<file path="src/rtl/litepcie_usp_pkg.sv">
// Shared definitions for the UltraScale+ PCIe PHY wrapper adapters:
// RC descriptor field layout, completion fmt/type codes and tuser bit indices.
package litepcie_usp_pkg;

    localparam int RC_LADDR_LSB  = 0;
    localparam int RC_LADDR_W    = 12;
    localparam int RC_ERR_LSB    = 12;
    localparam int RC_ERR_W      = 4;
    localparam int RC_BCNT_LSB   = 16;
    localparam int RC_BCNT_W     = 13;
    localparam int RC_LOCKED_BIT = 29;
    localparam int RC_DWCNT_LSB  = 32;
    localparam int RC_DWCNT_W    = 11;
    localparam int RC_STATUS_LSB = 43;
    localparam int RC_STATUS_W   = 3;
    localparam int RC_POISON_BIT = 46;
    localparam int RC_REQID_LSB  = 48;
    localparam int RC_TAG_LSB    = 64;
    localparam int RC_TAG_W      = 8;
    localparam int RC_CPLID_LSB  = 72;
    localparam int RC_TC_LSB     = 89;
    localparam int RC_TC_W       = 3;
    localparam int RC_ATTR_LSB   = 92;
    localparam int RC_ATTR_W     = 3;
    localparam int RC_DESC_W     = 96;

    localparam logic [2:0] FMT_3DW_NODATA = 3'b000;
    localparam logic [2:0] FMT_3DW_DATA   = 3'b010;
    localparam logic [4:0] TYPE_CPL       = 5'b01010;
    localparam logic [4:0] TYPE_CPL_LK    = 5'b01011;

    localparam int RC_TUSER_W           = 75;
    localparam int RC_TUSER_DISCONTINUE = 42;

    // Rebuild a 3-DW Cpl/CplD/CplDLk header from the hard-block RC descriptor.
    function automatic logic [95:0] rc_desc_to_cpl_hdr(input logic [95:0] d);
        logic [10:0] dwcnt;
        logic [31:0] dw0;
        logic [31:0] dw1;
        logic [31:0] dw2;
        dwcnt = d[RC_DWCNT_LSB +: RC_DWCNT_W];
        dw0 = '0;
        dw0[9:0]   = dwcnt[9:0];
        dw0[13:12] = d[RC_ATTR_LSB +: 2];
        dw0[14]    = d[RC_POISON_BIT];
        dw0[22:20] = d[RC_TC_LSB +: RC_TC_W];
        dw0[28:24] = d[RC_LOCKED_BIT] ? TYPE_CPL_LK : TYPE_CPL;
        dw0[31:29] = (dwcnt != '0) ? FMT_3DW_DATA : FMT_3DW_NODATA;
        dw1 = {d[RC_CPLID_LSB +: 16], d[RC_STATUS_LSB +: RC_STATUS_W], 1'b0,
               d[RC_BCNT_LSB +: 12]};
        dw2 = {d[RC_REQID_LSB +: 16], d[RC_TAG_LSB +: RC_TAG_W], 1'b0,
               d[RC_LADDR_LSB +: 7]};
        return {dw2, dw1, dw0};
    endfunction

    function automatic logic [31:0] dw_keep_to_byte_keep(input logic [7:0] k);
        logic [31:0] b;
        for (int i = 0; i < 8; i++) begin
            b[4*i +: 4] = {4{k[i]}};
        end
        return b;
    endfunction

endpackage

</file>
<file path="src/rtl/m_axis_rc_adapt_if.sv">
// RC completion stream bundle: hard-block side (*_a) and LitePCIe side.
interface m_axis_rc_adapt_if #(
    parameter int DATA_WIDTH = 256,
    parameter int KEEP_WIDTH = DATA_WIDTH / 8
);
    logic [DATA_WIDTH-1:0]    m_axis_rc_tdata_a;
    logic [DATA_WIDTH/32-1:0] m_axis_rc_tkeep_a;
    logic                     m_axis_rc_tlast_a;
    logic [74:0]              m_axis_rc_tuser_a;
    logic                     m_axis_rc_tvalid_a;
    logic                     m_axis_rc_tready_a;

    logic [DATA_WIDTH-1:0]    m_axis_rc_tdata;
    logic [KEEP_WIDTH-1:0]    m_axis_rc_tkeep;
    logic                     m_axis_rc_tlast;
    logic [1:0]               m_axis_rc_tuser;
    logic                     m_axis_rc_tvalid;
    logic                     m_axis_rc_tready;

    modport slave (
        input  m_axis_rc_tdata_a, m_axis_rc_tkeep_a, m_axis_rc_tlast_a,
               m_axis_rc_tuser_a, m_axis_rc_tvalid_a,
        output m_axis_rc_tready_a,
        output m_axis_rc_tdata, m_axis_rc_tkeep, m_axis_rc_tlast,
               m_axis_rc_tuser, m_axis_rc_tvalid,
        input  m_axis_rc_tready
    );

    modport master (
        output m_axis_rc_tdata_a, m_axis_rc_tkeep_a, m_axis_rc_tlast_a,
               m_axis_rc_tuser_a, m_axis_rc_tvalid_a,
        input  m_axis_rc_tready_a,
        input  m_axis_rc_tdata, m_axis_rc_tkeep, m_axis_rc_tlast,
               m_axis_rc_tuser, m_axis_rc_tvalid,
        output m_axis_rc_tready
    );
endinterface

</file>
<file path="src/rtl/rc_skid_buffer.sv">
// Two-entry registered AXI-Stream skid buffer; ready and data are both registered.
module rc_skid_buffer #(
    parameter int WIDTH = 8
) (
    input  logic             clk,
    input  logic             rst_n,
    input  logic [WIDTH-1:0] s_data,
    input  logic             s_valid,
    output logic             s_ready,
    output logic [WIDTH-1:0] m_data,
    output logic             m_valid,
    input  logic             m_ready
);
    logic [WIDTH-1:0] skid_data;
    logic             skid_valid;
    logic             skid_valid_nxt;
    logic             s_fire;
    logic             out_free;

    assign s_fire   = s_valid & s_ready;
    assign out_free = m_ready | ~m_valid;

    // s_ready mirrors an empty spare entry, so a beat in flight during a stall always fits.
    always_comb begin
        skid_valid_nxt = skid_valid;
        if (out_free) begin
            skid_valid_nxt = 1'b0;
        end else if (s_fire) begin
            skid_valid_nxt = 1'b1;
        end
    end

    always_ff @(posedge clk or negedge rst_n) begin
        if (!rst_n) begin
            m_data     <= '0;
            m_valid    <= 1'b0;
            skid_data  <= '0;
            skid_valid <= 1'b0;
            s_ready    <= 1'b0;
        end else begin
            skid_valid <= skid_valid_nxt;
            s_ready    <= ~skid_valid_nxt;
            if (out_free) begin
                if (skid_valid) begin
                    m_data  <= skid_data;
                    m_valid <= 1'b1;
                end else begin
                    m_valid <= s_fire;
                    if (s_fire) begin
                        m_data <= s_data;
                    end
                end
            end else if (s_fire) begin
                skid_data <= s_data;
            end
        end
    end
endmodule

</file>
<file path="src/rtl/m_axis_rc_adapt.sv">
// RC completion adapter: rewrites the first-beat RC descriptor into a 3-DW Cpl header.
// Optional RC_ERR_CNT_EN builds a saturating completion-error counter on rc_err_cnt.
module m_axis_rc_adapt
    import litepcie_usp_pkg::*;
#(
    parameter int DATA_WIDTH = 256,
    parameter int KEEP_WIDTH = DATA_WIDTH / 8
) (
    input  logic                  user_clk,
    input  logic                  user_reset_n,
    m_axis_rc_adapt_if.slave      rc,
    output logic [15:0]           rc_err_cnt
);
    localparam int PW = DATA_WIDTH + KEEP_WIDTH + 1 + 2;

    logic                  tfirst;
    logic                  in_fire;
    logic [RC_DESC_W-1:0]  desc;
    logic                  hdr_err;
    logic                  hdr_poison;
    logic [DATA_WIDTH-1:0] tdata_mod;
    logic [1:0]            tuser_mod;
    logic [PW-1:0]         s_payload;
    logic [PW-1:0]         m_payload;

    assign in_fire    = rc.m_axis_rc_tvalid_a & rc.m_axis_rc_tready_a;
    assign desc       = rc.m_axis_rc_tdata_a[RC_DESC_W-1:0];
    assign hdr_err    = desc[RC_ERR_LSB +: RC_ERR_W] != '0;
    assign hdr_poison = desc[RC_POISON_BIT];

    always_ff @(posedge user_clk or negedge user_reset_n) begin
        if (!user_reset_n) begin
            tfirst <= 1'b1;
        end else if (in_fire) begin
            tfirst <= rc.m_axis_rc_tlast_a;
        end
    end

    always_comb begin
        tdata_mod = rc.m_axis_rc_tdata_a;
        tuser_mod = {1'b0, rc.m_axis_rc_tuser_a[RC_TUSER_DISCONTINUE]};
        if (tfirst) begin
            tdata_mod[RC_DESC_W-1:0] = rc_desc_to_cpl_hdr(desc);
            tuser_mod[1]             = hdr_err;
        end
    end

    assign s_payload = {tdata_mod, dw_keep_to_byte_keep(rc.m_axis_rc_tkeep_a),
                        rc.m_axis_rc_tlast_a, tuser_mod};

    rc_skid_buffer #(.WIDTH(PW)) u_skid (
        .clk     (user_clk),
        .rst_n   (user_reset_n),
        .s_data  (s_payload),
        .s_valid (rc.m_axis_rc_tvalid_a),
        .s_ready (rc.m_axis_rc_tready_a),
        .m_data  (m_payload),
        .m_valid (rc.m_axis_rc_tvalid),
        .m_ready (rc.m_axis_rc_tready)
    );

    assign {rc.m_axis_rc_tdata, rc.m_axis_rc_tkeep, rc.m_axis_rc_tlast,
            rc.m_axis_rc_tuser} = m_payload;

`ifdef RC_ERR_CNT_EN
    logic [15:0] err_cnt_q;

    always_ff @(posedge user_clk or negedge user_reset_n) begin
        if (!user_reset_n) begin
            err_cnt_q <= '0;
        end else if (in_fire && tfirst && (hdr_err || hdr_poison) && (err_cnt_q != 16'hFFFF)) begin
            err_cnt_q <= err_cnt_q + 16'd1;
        end
    end

    assign rc_err_cnt = err_cnt_q;
`else
    assign rc_err_cnt = '0;
`endif

endmodule

</file>
<file path="src/flat_wrapper.sv">
// flat-port wrapper written by rule: the top's interface ports become plain ports
module m_axis_rc_adapt_flat import litepcie_usp_pkg::*;
#(
    parameter int DATA_WIDTH = 256,
    parameter int KEEP_WIDTH = DATA_WIDTH / 8
)
  (user_clk, user_reset_n, rc_err_cnt, rc_m_axis_rc_tdata_a, rc_m_axis_rc_tkeep_a, rc_m_axis_rc_tlast_a, rc_m_axis_rc_tuser_a, rc_m_axis_rc_tvalid_a, rc_m_axis_rc_tready_a, rc_m_axis_rc_tdata, rc_m_axis_rc_tkeep, rc_m_axis_rc_tlast, rc_m_axis_rc_tuser, rc_m_axis_rc_tvalid, rc_m_axis_rc_tready);
  m_axis_rc_adapt_if #(.DATA_WIDTH(DATA_WIDTH), .KEEP_WIDTH(KEEP_WIDTH)) rc_i ();
  input  logic user_clk;
  input  logic user_reset_n;
  output logic [15:0] rc_err_cnt;
  input wire logic [$bits(rc_i.m_axis_rc_tdata_a)-1:0] rc_m_axis_rc_tdata_a;
  input wire logic [$bits(rc_i.m_axis_rc_tkeep_a)-1:0] rc_m_axis_rc_tkeep_a;
  input wire logic [$bits(rc_i.m_axis_rc_tlast_a)-1:0] rc_m_axis_rc_tlast_a;
  input wire logic [$bits(rc_i.m_axis_rc_tuser_a)-1:0] rc_m_axis_rc_tuser_a;
  input wire logic [$bits(rc_i.m_axis_rc_tvalid_a)-1:0] rc_m_axis_rc_tvalid_a;
  output wire logic [$bits(rc_i.m_axis_rc_tready_a)-1:0] rc_m_axis_rc_tready_a;
  output wire logic [$bits(rc_i.m_axis_rc_tdata)-1:0] rc_m_axis_rc_tdata;
  output wire logic [$bits(rc_i.m_axis_rc_tkeep)-1:0] rc_m_axis_rc_tkeep;
  output wire logic [$bits(rc_i.m_axis_rc_tlast)-1:0] rc_m_axis_rc_tlast;
  output wire logic [$bits(rc_i.m_axis_rc_tuser)-1:0] rc_m_axis_rc_tuser;
  output wire logic [$bits(rc_i.m_axis_rc_tvalid)-1:0] rc_m_axis_rc_tvalid;
  input wire logic [$bits(rc_i.m_axis_rc_tready)-1:0] rc_m_axis_rc_tready;
  assign rc_i.m_axis_rc_tdata_a = rc_m_axis_rc_tdata_a;
  assign rc_i.m_axis_rc_tkeep_a = rc_m_axis_rc_tkeep_a;
  assign rc_i.m_axis_rc_tlast_a = rc_m_axis_rc_tlast_a;
  assign rc_i.m_axis_rc_tuser_a = rc_m_axis_rc_tuser_a;
  assign rc_i.m_axis_rc_tvalid_a = rc_m_axis_rc_tvalid_a;
  assign rc_m_axis_rc_tready_a = rc_i.m_axis_rc_tready_a;
  assign rc_m_axis_rc_tdata = rc_i.m_axis_rc_tdata;
  assign rc_m_axis_rc_tkeep = rc_i.m_axis_rc_tkeep;
  assign rc_m_axis_rc_tlast = rc_i.m_axis_rc_tlast;
  assign rc_m_axis_rc_tuser = rc_i.m_axis_rc_tuser;
  assign rc_m_axis_rc_tvalid = rc_i.m_axis_rc_tvalid;
  assign rc_i.m_axis_rc_tready = rc_m_axis_rc_tready;
  m_axis_rc_adapt #(.DATA_WIDTH(DATA_WIDTH), .KEEP_WIDTH(KEEP_WIDTH)) u_core (.user_clk(user_clk), .user_reset_n(user_reset_n), .rc(rc_i), .rc_err_cnt(rc_err_cnt));
endmodule
</file>
<file path="config.mk">
export PLATFORM = sky130hd
export DESIGN_NAME = m_axis_rc_adapt_flat
export DESIGN_NICKNAME = d
export VERILOG_FILES = /design/src/rtl/litepcie_usp_pkg.sv /design/src/rtl/m_axis_rc_adapt_if.sv /design/src/rtl/rc_skid_buffer.sv /design/src/rtl/m_axis_rc_adapt.sv /design/src/flat_wrapper.sv
export SDC_FILE = /design/constraint.sdc
export NUM_CORES = 1
export LEC_CHECK = 0
export ABC_CLOCK_PERIOD_IN_PS = 4390
export CAP_MARGIN = 20
export CORE_MARGIN = 4
export CORE_UTILIZATION = 33
export DETAILED_ROUTE_END_ITERATION = 10
export GPL_TIMING_DRIVEN = 0
export HOLD_SLACK_MARGIN = 0.02
export SYNTH_ARGS = -nofsm -noshare
export SYNTH_HDL_FRONTEND = slang
export SYNTH_SLANG_ARGS = --single-unit
</file>
<file path="constraint.sdc">
create_clock -name user_clk -period 4.39 [get_ports user_clk]
set_input_delay 0.878 -clock user_clk [delete_from_list [all_inputs] [get_ports user_clk]]
set_output_delay 0.878 -clock user_clk [all_outputs]
set_load 0.005 [all_outputs]
</file>
==> run summary <==
Peak VDD IR: 0.3268 mV
CTS tree: yes
Clock Tree Buf Depth: 3
final-report setup violation count: 0
status: finished clean
DP Cell Count: 3,618
Layout area overhead: 38.43%
Finished Layout Cells: 3,733
R2R Path Start: u_core.u_skid.s_ready
vias per std cell: 4.947
Setup crit end kind: register
Adder-Cell Fraction of Synth Area: 0%
GRT Total Usage: 20.88%
Synth Area in XOR/XNOR: 0%
PwrDens: 525.4 mW/mm2
Rel. slew slack: 51.34%
Worst-Margin Slew: 720.5 ps
mux contribution to synthesized area: 19.06%
Crit. Startpoint: rc_m_axis_rc_tvalid_a
minimum clock period: 2816 ps
Synth Area in Compound Gates: 10.15%
Post-Syn Instances: 2,105
Max Clk Rate: 355.1 MHz
hold_ws: 251.2 ps
worst hold path class: input port to async pin
cell taking the most area after synthesis: dfrtp_1
Worst Path Required: 4910 ps
fraction of the cycle the final worst path needs: 64.15%
htree depth: 2
RSZ-0062 raised after global routing: no
Post-synth EDFFs: 0
die height: 273.0 um
drt initial violations: 1,447
IO Count: 653
largest net degree at the start of global routing: 124
row cnt: 96
hold_buf cts: 0
clk_lat worst skew: 600 ps
antenna violations before repair: 16
Worst setup SP type: input port
leak pwr: 13.89 nW
vias in the first global route: 19,210
Slew Limit Fails: 0
antenna viol nets, final: 0
Avg WL per Cell: 21.57 um
largest cells by area after synthesis: dfrtp_1, mux2i_1, mux2_2
final core occ: 46.45%
critical path class: input port to register
vias: 18,469
register area share after synthesis: 58.10%
crit-path max FO: 10
CORE AREA: 0.06907 mm2
total gr overflow: 0
Ys Warns: 0
simple-gate share of the synthesized area: 8.109%
Root Driver: clkbuf_16
cts bufs inserted: 60
post-synth cell types: 26
final hold violations: 0
Post-CTS Setup Inserts: 0
Pre-antenna DRT Iters: 5
die width: 273.0 um
Starting Density: 33.56%
drt drc: 0
Port Buffers: 562
Yosys top cell area share: 57.98%
Final WS setup: 1574 ps
first-pass GRT wire length: 120,200 um
Post-Syn Area: 0.02318 mm2
die area: 0.07453 mm2
largest family of logic cells by synthesized area: multiplexers
CTS clock-pin slew for the worst setup and hold paths: 60 ps
Final Wtd Congestion: 0.9095
maxcap violations: 0
Yosys reg bits: 538
Clock Skews: 11.88 ps
post-placement worst setup slack: 902.1 ps
Post-synth ARST share: 100.0%
fraction of layout cells with a size suffix above 1: 14.21%
Synth Flop Type: dfrtp_1
hpwl dp: 60,750 um
NumNets Final: 3,093
total negative slack: 0 ps
number of gates resized after CTS: 0
clock sinks: 538
crit path DAT: 3330 ps
syn_area_per_cell: 11.01 um2
total wire length: 80,520 um
fillcell total: 6,408
## state kept, by name (all words and copies together), names as in the netlist
name,cells
u_core.u_skid.m_data,267
u_core.u_skid.skid_data,267
u_core.tfirst,1
u_core.u_skid.m_valid,1
u_core.u_skid.s_ready,1
u_core.u_skid.skid_valid,1
## per-layer routing
layer	up-vias	part of all wire, %	global-route usage [%]
met4	12	3.0	6.835
li1	8446	-	-
met2	621	48	35.09
met5	-	0.11	0
met1	9241	40	25.59
met3	149	8.6	6.611
## layout make-up
cell class | instances | area [um2] | share of cell area, %
Timing Repair Buffer | 567 | 5756 | 17.94
Clock inverter | 10 | 88.84 | 0.2769
Tap cell | 931 | 1165 | 3.631
Buffer | 191 | 1050 | 3.272
Multi-Input combinational cell | 1389 | 8711 | 27.15
Sequential cell | 538 | 13460 | 41.97
Clock buffer | 96 | 1818 | 5.667
Inverter | 2 | 7.507 | 0.02340
Antenna cell | 9 | 22.52 | 0.07020
## stage by stage
step / instance area [um2] / power [W]
4_1_cts: 32060 / 0.01708
5_1_grt: 32070 / 0.01781
3_5_place_dp: 30150 / 0.01207
6_report: 32080 / 0.01686
3_3_place_gp: 30020 / 0.01194
2_1_floorplan: 23230 / 0.009092
## layout by cell type (no fill, tap or decap), drive strengths merged, types with 2 or more instances in the layout
cell / n
inv: 4
buf: 144
mux2: 171
a21oi: 97
nand2b: 15
diode: 9
mux2i: 249
nor2: 99
clkdlybuf4s50: 561
nor4: 2
clkbuf: 149
o21ai: 366
clkinv: 6
nand2: 367
conb: 16
dfrtp: 537
## path summary, 6_finish.rpt
path | end | slack (ps) | cells past startpoint
max in group asynchronous | u_core.u_skid.m_data[160] | 2430 | 3
worst min-delay path | u_core.u_skid.m_data[99] | 250 | 1
worst max register to register | u_core.u_skid.m_data[117] | 1910 | 8
worst min register to register | u_core.u_skid.m_data[131] | 480 | 2
min in group user_clk | u_core.u_skid.m_data[131] | 480 | 2
worst max-delay path | u_core.u_skid.m_data[117] | 1570 | 9
## power by group
| group | leakage [nW] | internal, W | total, W | switching [W] |
|---|---|---|---|---|
| sequential | 6.58 | 0.00637 | 0.00721 | 0.000836 |
| combinational | 6.38 | 0.00263 | 0.00474 | 0.00211 |
| clock | 0.936 | 0.00287 | 0.00491 | 0.00204 |
| total | 13.9 | 0.0119 | 0.0169 | 0.00499 |
## logic make-up (layout without fill, tap and decap cells)
| family | Yosys count | count (layout) |
|---|---|---|
| and+or+nand+nor | 487 | 487 |
| AOI/OAI and AO/OA | 466 | 466 |
| muxes | 420 | 420 |
| other | 1 | 25 |
| buffers and inverters | 193 | 866 |
| DFF | 538 | 538 |
## cell usage after synthesis (7+ instances only)
cell,number
mux2_2,171
nand2b_1,15
buf_2,80
clkbuf_1,53
o21ai_1,20
mux2i_1,249
o21ai_0,345
dfrtp_1,537
nand2_1,367
buf_6,11
buf_1,7
nor2_1,99
a21oi_1,97
buf_4,40
## critical path, stage by stage
cell             delay [ps]
clkdlybuf4s50_1         450
and2_1                  170
buf_2                   170
o21ai_4                 420
buf_6                   280
buf_2                   440
buf_2                   330
nand2_1                  80
o21ai_0                  80
Note: power is estimated with default switching activity, not from simulation.
